==> src/rtl/ls_unit.sv <==
// ls_unit: load/store sequencer between execute stage and a byte-wide,
// 256-deep data memory. 16-bit accesses are split into two byte accesses;
// PUSH/POP work against an internal downward-growing stack pointer.
//
// state | meaning
// IDLE  | accepting requests; memory port driven from the live request
// HI    | second byte of LH/SH in flight; memory port driven from latched context
module ls_unit #(
  parameter logic [7:0] STACK_TOP  = 8'hFF,
  parameter logic [7:0] STACK_BASE = 8'hC0
) (
  input  logic        clk,
  input  logic        reset,
  input  logic        reqValid,
  output logic        reqReady,
  input  logic [2:0]  reqOp,
  input  logic [7:0]  reqAddr,
  input  logic [15:0] reqWdata,
  output logic        rspValid,
  output logic [15:0] rspData,
  output logic [7:0]  sp,
  output logic        stkOverflow,
  output logic        stkUnderflow,
  output logic [7:0]  memAddr,
  output logic [7:0]  memWdata,
  output logic        memWe,
  input  logic [7:0]  memRdata
);

  localparam logic [0:0] IDLE = 1'b0;
  localparam logic [0:0] HI   = 1'b1;

  localparam logic [2:0] OP_LB   = 3'b001;
  localparam logic [2:0] OP_SB   = 3'b010;
  localparam logic [2:0] OP_LH   = 3'b011;
  localparam logic [2:0] OP_SH   = 3'b100;
  localparam logic [2:0] OP_PUSH = 3'b101;
  localparam logic [2:0] OP_POP  = 3'b110;

  // Full means the byte just below STACK_BASE is the next free slot.
  localparam logic [7:0] SP_FULL = STACK_BASE - 8'd1;

  logic [0:0] state;
  logic [7:0] hi_addr;
  logic [7:0] hi_data;
  logic [7:0] lo_byte;
  logic       hi_store;
  logic       accept;
  logic       push_ok;
  logic       pop_ok;

  assign reqReady = (state == IDLE) && !reset;
  assign accept   = reqValid && reqReady;
  assign push_ok  = (sp != SP_FULL);
  assign pop_ok   = (sp != STACK_TOP);

  // Memory port: from latched second-byte context in HI, else from the accepted request.
  always_comb begin
    memAddr  = 8'h00;
    memWdata = 8'h00;
    memWe    = 1'b0;
    if (!reset) begin
      if (state == HI) begin
        memAddr  = hi_addr;
        memWdata = hi_data;
        memWe    = hi_store;
      end else if (accept) begin
        case (reqOp)
          OP_LB: memAddr = reqAddr;
          OP_SB: begin
            memAddr  = reqAddr;
            memWdata = reqWdata[7:0];
            memWe    = 1'b1;
          end
          OP_LH: memAddr = reqAddr;
          OP_SH: begin
            memAddr  = reqAddr;
            memWdata = reqWdata[7:0];
            memWe    = 1'b1;
          end
          OP_PUSH: begin
            if (push_ok) begin
              memAddr  = sp;
              memWdata = reqWdata[7:0];
              memWe    = 1'b1;
            end
          end
          OP_POP: begin
            if (pop_ok) memAddr = sp + 8'd1;
          end
          default: ;
        endcase
      end
    end
  end

  // Sequencer state, stack pointer, registered response and error pulses.
  always_ff @(posedge clk) begin
    if (reset) begin
      state        <= IDLE;
      sp           <= STACK_TOP;
      rspValid     <= 1'b0;
      rspData      <= 16'h0000;
      stkOverflow  <= 1'b0;
      stkUnderflow <= 1'b0;
      hi_addr      <= 8'h00;
      hi_data      <= 8'h00;
      lo_byte      <= 8'h00;
      hi_store     <= 1'b0;
    end else begin
      rspValid     <= 1'b0;
      stkOverflow  <= 1'b0;
      stkUnderflow <= 1'b0;
      if (state == HI) begin
        state <= IDLE;
        if (!hi_store) begin
          rspValid <= 1'b1;
          rspData  <= {memRdata, lo_byte};
        end
      end else if (accept) begin
        case (reqOp)
          OP_LB: begin
            rspValid <= 1'b1;
            rspData  <= {8'h00, memRdata};
          end
          OP_LH: begin
            lo_byte  <= memRdata;
            hi_addr  <= reqAddr + 8'd1;
            hi_store <= 1'b0;
            state    <= HI;
          end
          OP_SH: begin
            hi_addr  <= reqAddr + 8'd1;
            hi_data  <= reqWdata[15:8];
            hi_store <= 1'b1;
            state    <= HI;
          end
          OP_PUSH: begin
            if (push_ok) sp <= sp - 8'd1;
            else         stkOverflow <= 1'b1;
          end
          OP_POP: begin
            if (pop_ok) begin
              sp       <= sp + 8'd1;
              rspValid <= 1'b1;
              rspData  <= {8'h00, memRdata};
            end else begin
              stkUnderflow <= 1'b1;
            end
          end
          default: ;
        endcase
      end
    end
  end

endmodule
==> config.mk <==
export PLATFORM = sky130hd
export DESIGN_NAME = ls_unit
export DESIGN_NICKNAME = d
export VERILOG_FILES = /design/src/rtl/ls_unit.sv
export SDC_FILE = /design/constraint.sdc
export NUM_CORES = 1
export LEC_CHECK = 0
export ABC_AREA = 1
export BUFFER_PORTS_ARGS = -buffer_cell sky130_fd_sc_hd__buf_2
export CAP_MARGIN = 40
export CELL_PAD_IN_SITES_DETAIL_PLACEMENT = 1
export CELL_PAD_IN_SITES_GLOBAL_PLACEMENT = 2
export CORE_ASPECT_RATIO = 0.75
export CORE_MARGIN = 2
export CORE_UTILIZATION = 30
export CTS_BUF_LIST = sky130_fd_sc_hd__clkbuf_8
export CTS_CLUSTER_SIZE = 20
export DETAILED_ROUTE_END_ITERATION = 8
export HOLD_SLACK_MARGIN = 0.05
export PLACE_DENSITY = 0.84
export REMOVE_ABC_BUFFERS = 1
export SLEW_MARGIN = 20
export SYNTH_ARGS = -nofsm -noshare
export SYNTH_HDL_FRONTEND = slang
export SYNTH_SLANG_ARGS = --single-unit
==> constraint.sdc <==
create_clock -name clk -period 3.14 [get_ports clk]
set_input_delay 0.628 -clock clk [delete_from_list [all_inputs] [get_ports clk]]
set_output_delay 0.628 -clock clk [all_outputs]
set_load 0.005 [all_outputs]
==> results of run 1 <==
[critical path: stages, from the launching register on]
cell     delay [ps]
dfxtp_1         470
ha_1            210
nand2_1         150
nor2_4          150
nand2_1         210
nand2_2         260
nor2_1           60
o21ai_0         210
a21oi_1         100
buf_2           150
[cells by family after synthesis]
kind of cell / synth area share
buffers and inverters: 0.0906
AND/OR/NAND/NOR: 0.363
AO/OA/AOI/OAI: 0.166
adder cells (fa/ha/maj): 0.0124
XOR/XNOR: 0.0174
flip-flops: 0.351
[layout make-up]
cell class	instances	area share
multi-input cells	354	0.466
flip-flops and latches	53	0.289
repair buffers	89	0.126
well taps	132	0.0450
inverters	43	0.0440
clock buffers	5	0.0187
clock inverters	3	0.0116
[power groups by stage]
stage / registers, mW / clock network, mW / logic, mW
after global placement: 0.730 / 0 / 0.253
after detailed placement: 0.731 / 0 / 0.258
after CTS: 0.715 / 0.502 / 0.260
after global routing: 0.719 / 0.527 / 0.296
final: 0.715 / 0.484 / 0.261
after floorplan: 0.731 / 0 / 0.142
[placed cells by master (no fill, tap or decap), types with 5 or more instances in the layout]
cell      synthesis  layout
o21ai_0          44      44
inv_1            37      38
nand3b_1         14      14
dfxtp_1          53      53
nand2_2           4       5
a21oi_1          42      42
inv_2             6       6
buf_4             2       7
nand2_1         119     118
buf_2             3      82
nor2_1           67      67
nand3_1          34      34
clkbuf_8          0       5
[state kept, by name (all words and copies together) (netlist names)]
register	cells
hi_addr	8
hi_data	8
hi_store	1
lo_byte	8
rspData	16
rspValid	1
sp	8
state	1
stkOverflow	1
stkUnderflow	1
[per-layer routing]
metal  global-route usage  vias up  part of all wire
li1                     -     1666                 -
met1                0.270     1584              0.51
met2                0.301       69              0.44
met3               0.0258        2             0.042
met4               0.0382        0            0.0054
met5                    0        -                 0
[timing repair]
item | CTS | global route
buffers inserted | 0 | 0
setup endpoints to repair | 0 | 4
resized for setup | 0 | 2
[cell usage after synthesis (all sizes together)]
master	number
clkbuf	11
inv	43
a211oi	1
nand3	35
dfxtp	53
a21oi	43
buf	10
nand2	124
xnor2	2
xor2	4
ha	3
nand3b	14
nor3	4
a21boi	1
nor2	70
nand4	3
o21ai	49
[metrics by stage]
step,instances,hold WS [ps]
2_1_floorplan,449,455
3_3_place_gp,670,464
3_5_place_dp,670,476
4_1_cts,678,499
5_1_grt,679,520
6_report,679,498
[worst max path at each step]
stage                     startpoint     endpoint  slack (ps)  depth (start not counted)
final                          sp[0]   memAddr[1]         240                          9
after global routing           sp[0]  memWdata[7]          10                          9
after CTS                      sp[0]  memWdata[7]         160                          9
after detailed placement    reqOp[1]  memWdata[7]         450                          9
after global placement      reqOp[1]  memWdata[1]         550                          9
after floorplan             reqOp[1]  memWdata[0]        1020                          7
==> impl_results.md, run 1 <==
* Critical Path Sink Type: output pin
* Number of buffers created by CTS at 5
* Worst slew margin at 0.586
* Post-synth design cell area at between 3000 and 4000 µm²
* Summed area of non-filler cells in the final layout at roughly 3700 µm²
* Overall routed net length at between 10 and 15 mm
* Count of input and output buffers at 82
* First-pass GRT wire length at ~17 mm
* Number of maximum-capacitance constraint violations at 0
* Syn avg cell area at roughly 6.4 µm²
* Number of instances on the worst hold path at 2
* Fraction of power consumed by the clock network at 0.331
* Clk pin slew, worst setup/hold paths at 100 ps
* Count of unique library cells instantiated by Yosys at 30
* Die area at between 10000 and 15000 µm²
* Detail Placement HPWL at approximately 7.6 mm
* Clk Latency, worst-skew pair at ~320 ps
* Area taken by flip-flops and latches at around 1100 µm²
* Ant. Diodes at 0
* Unrepaired setup endpoints after global routing: false
* Critical R2R Capture: rspData[4]
* Maximum number of pins on one net before global-route repair at 43
* Maximum root-to-sink buffer count at 2
* Initial Util at 0.311
* Sequential cell area fraction in the yosys report at 0.351
* Die span in y at slightly above 90 µm
* Number of sinks driven by the clock tree at 53
* DRC at 0
* Time the final worst path needs with I/O delays and setup at 2900 ps
* Net switching component of the power at 0.432 mW
* Largest cells by area after synthesis: dfxtp_1 (35%), nand2_1 (15%), nor2_1 (8.3%)
* Leakage power of the design at approximately 1.9 nW
* Width of the die at ~120 µm
* Avg Vias per Cell at 4.89
* Pre-CTS worst setup slack at around 450 ps
* Cell area power density at about 400 nW/µm²
* Layout area overhead at 21.3%
* Total internal power at roughly 1 mW
* Hold Startpoint: hi_data[1]
* Clock tree from TritonCTS: done
* Root buffer cell: clkbuf_8
* Data arrival, critical path at between 2000 and 2500 ps
* Standard-cell rows at 31
* Status: complete, no violations
* Worst-path maximum fanout at 7
* Number of endpoints failing setup at the final stage at 0
* Crit path launch type: flip-flop
* Classification of the worst setup path: flip-flop to output pin
* Via count of the first global-routing pass at ~3300
* Maximum operating frequency at approximately 340 MHz
* Worst clock skew on the final layout at between 15 and 20 ps
* Worst hold path endpoint: hi_data[1]
* Total Nets Final at around 600
* Total via count after detailed routing at 3321
* Initial antenna violation count at 0
* Layout cell share with drive strength beyond 1 at 0.214
* Total Negative Setup Slacks at 0 ps
* PnR worst setup slack at around 240 ps
* Number of pins exceeding their max-slew limit in the final report at 0
* Net Sw Frac at 0.295
* Fraction of power consumed by combinational cells at 0.179
* Total area of multi-input combinational cells at ~1700 µm²
* Layout fillers at between 1000 and 1500
* Share of the synthesized area in the top cell type at 0.351
* Placer Congestion at between 0.8 and 0.9
* Remaining antenna violation count after routing at 0
* Drt pass-1 iters at 4
* Tightest Hold Check Type: flip-flop to flip-flop
* Violation count after the first detailed-routing iteration at ~250
* Hold-fix buffers at CTS at 0
* Final hold viol count at 0
* Transition time of the tightest slew-check pin at 620 ps
* Register-to-register setup slack at around 1100 ps
* Number of cells produced by synthesis at 470
* Grt ovf at 0
* Reg2Reg Depth at 5
* Design Power at ~1.5 mW
* Cell accounting for the most synthesized area: dfxtp_1
* Total of flip-flops plus latches after synthesis at 53
* Gr usage total at 0.188
* Worst r2r src: state
* VDD IR-drop max at between 150 and 200 µV
* Post-detailed-placement cell area at ~3500 µm²
* Sequential fraction of design power at 0.490
* Number of levels the H-tree was split into at 2
* Number of warnings printed during yosys synthesis at 0
* Count of boundary I/O pins at between 80 and 90
* Final routed wire length divided by cell count at around 15 µm
* Share of the clock period used by the worst path after layout at 0.925
* Placeable Area at a little under 10000 µm²
* Final standard cell utilization of the core at 0.377
* Required time of the critical path at between 2000 and 3000 ps
(Power assumes the default switching activity.)
==> run 2: changes to the inputs <==
--- a/config.mk
+++ b/config.mk
@@ -11,7 +11,7 @@
 export CELL_PAD_IN_SITES_DETAIL_PLACEMENT = 1
 export CELL_PAD_IN_SITES_GLOBAL_PLACEMENT = 2
 export CORE_ASPECT_RATIO = 0.75
-export CORE_MARGIN = 2
+export CORE_MARGIN = 4
 export CORE_UTILIZATION = 30
 export CTS_BUF_LIST = sky130_fd_sc_hd__clkbuf_8
 export CTS_CLUSTER_SIZE = 20
==> run 2 against run 1 <==
Compared with the run above: non-clock buffer count stayed put; via count is 2.4% lower; utilization is 0.32 points lower; register-to-register slack worse by 50 ps; clock skew is 4.8 ps lower; cell area is 0.85% lower; global-route usage is 1.2 points lower; clock power is 14% lower; sequential power hardly changed; highest routed layer unchanged; largest cell class unchanged.
==> impl_results.md, run 2 (synthesized netlist as in run 1, its figures left out) <==
* Transition time of the tightest slew-check pin at 614 ps (-6.00 ps)
* Final standard cell utilization of the core at 0.374 (-0.00321)
* Post-detailed-placement cell area at 3530 µm² (-0.21%)
* Worst slew margin at 0.590 (+0.00401)
* Layout cell share with drive strength beyond 1 at 0.214 (+0.000392)
* Flip-flop count of the largest register, all copies and words added at 16 (unchanged)
* Overall routed net length at 10.1 mm (-1.7%)
* PnR worst setup slack at 186 ps (-49.3 ps)
* Share of the clock period used by the worst path after layout at 0.941 (+0.0157)
* Total Negative Setup Slacks at 0 ps (unchanged)
* Placer Congestion at 0.844 (-3.1%)
* Summed area of non-filler cells in the final layout at 3640 µm² (-0.85%)
* VDD IR-drop max at 172 µV (+11%)
* Die span in y at 95.0 µm (+4.4%)
* Number of pins exceeding their max-slew limit in the final report at 0 (unchanged)
* Final hold viol count at 0 (unchanged)
* Register-to-register setup slack at 1080 ps (-50 ps)
* Number of endpoints failing setup at the final stage at 0 (unchanged)
* Critical Path Sink Type: output pin
* Detail Placement HPWL at 7.56 mm (+0.11%)
* Final routed wire length divided by cell count at 14.9 µm (-1.6%)
* Worst-path maximum fanout at 9 (+2)
* Crit path launch type: flip-flop
* Hold Startpoint: rspData[12]
* Cell area power density at 381 nW/µm² (-4.2%)
* Drt pass-1 iters at 4 (unchanged)
* Maximum operating frequency at 339 MHz (-1.7%)
* Remaining antenna violation count after routing at 0 (unchanged)
* Tightest Hold Check Type: flip-flop to flip-flop
* Grt ovf at 0 (unchanged)
* Uppermost layer routed: met4
* Data arrival, critical path at 2330 ps (+50 ps)
* Violation count after the first detailed-routing iteration at 236 (-6.3%)
* Clk pin slew, worst setup/hold paths at 110 ps (about the same)
* Placeable Area at 9740 µm² (unchanged)
* Status: complete, no violations
* Die area at 11800 µm² (+7.9%)
* Maximum root-to-sink buffer count at 2 (unchanged)
* Worst r2r src: sp[1]
* Reg2Reg Depth at 9 (+4)
* Clk Latency, worst-skew pair at 310 ps (about the same)
* Unrepaired setup endpoints after global routing: false
* Final standard cell count with taps included and fillers excluded at 678 (-0.15%)
* Root buffer cell: clkbuf_8
* Clock tree from TritonCTS: done
* Standard-cell rows at 31 (unchanged)
* Layout area overhead at 20.3%
* Design Power at 1.39 mW (-5.1%)
* Most common cell after layout, fill and taps aside: nand2_1
* Critical R2R Capture: sp[3]
* Met2 Wirelength at 4.33 mm (-4.4%)
* Register ranked first by flip-flop count: rspData
* Maximum number of pins on one net before global-route repair at 43 (unchanged)
* Worst hold slack at 489 ps (-9.05 ps)
* Worst hold path endpoint: rspData[12]
* Total via count after detailed routing at 3242 (-2.4%)
* Gr usage total at 0.176 (-0.0117)
* DRC at 0 (unchanged)
* Wire length on met3 at 516 µm (+20%)
* Time the final worst path needs with I/O delays and setup at 2950 ps (+49.3 ps)
* Ant. Diodes at 0 (unchanged)
* Classification of the worst setup path: flip-flop to output pin
* Initial Util at 0.311 (unchanged)
* Total Nets Final at 586 (-0.17%)
* Avg Vias per Cell at 4.78 (-2.2%)
* Number of instances on the worst hold path at 2 (unchanged)
* Pre-CTS worst setup slack at 444 ps (-11.4 ps)
* Number of levels the H-tree was split into at 2 (unchanged)
* Count of input and output buffers at 82 (unchanged)
* Via count of the first global-routing pass at 3242 (-0.34%)
* Required time of the critical path at 2510 ps (about the same)
* Met1 Routed Length at 5.25 mm (-0.47%)
* Count of boundary I/O pins at 83 (unchanged)
* Leakage power of the design at 1.88 nW (-0.49%)
* Initial antenna violation count at 0 (unchanged)
* Inst Count DP at 669 (-0.15%)
* Number of sinks driven by the clock tree at 53 (unchanged)
* Number of maximum-capacitance constraint violations at 0 (unchanged)
* Width of the die at 124 µm (+3.3%)
* Number of buffers created by CTS at 5 (unchanged)
* First-pass GRT wire length at 16.7 mm (+0.29%)
* Most used cells in the layout excluding fill and tap cells: nand2_1 (118), buf_2 (82), nor2_1 (67), dfxtp_1 (53), o21ai_0 (44)
* Worst clock skew on the final layout at 14.8 ps (-4.82 ps)
[run 2: changes by cell type in the layout (fill, tap and decap cells not counted)]
cell,change
a21oi_4,-1
bufinv_16,-1
inv_1,-1
clkinv_2,+1
clkbuf_8,+1
[run 2: report_power, final]
part           total, mW  internal [mW]  switching [mW]
registers          0.716          0.697          0.0183
logic              0.258         0.0944           0.163
clock network      0.414          0.180           0.234
[run 2: worst max-delay path by stage]
stage / from / endpoint / slack [ps] / cells past startpoint
detailed placement: reqOp[1] / memWdata[3] / 440 / 9
global route: sp[1] / memWe / 7 / 10
CTS: sp[0] / memWdata[3] / 130 / 9
global placement: reqOp[0] / memAddr[0] / 500 / 11
finish: sp[0] / memWe / 190 / 10
floorplan: reqOp[1] / memWdata[0] / 1020 / 7
[run 2: layout make-up]
cell class	count	area (µm²)
clock buffers	6	82.6
clock inverters	2	13.8
fillers	1304	6100
inverters	43	161
multi-input cells	353	1690
flip-flops and latches	53	1060
well taps	132	165
repair buffers	89	463
[run 2: repair_timing]
item                       4_1_cts  5_1_grt
hold buffers                     0        0
setup endpoints to repair        0        6
setup buffers                    0        1
gates resized for setup          0        1
[run 2: worst max-delay path: stages (launching register included)]
cell and delay, ps:
dfxtp_1 380, ha_1 230, nand2_1 170, nor2_4 60, nand2_1 270, nand2_2 170
a21oi_4 300, buf_4 170, a21oi_1 40, nor2_1 90, buf_2 130
[run 2: routing by layer]
metal  up-vias  track usage
li1       1662            -
met1      1511        0.267
met2        67        0.275
met3         2       0.0216
met4         0       0.0219
met5         -            0
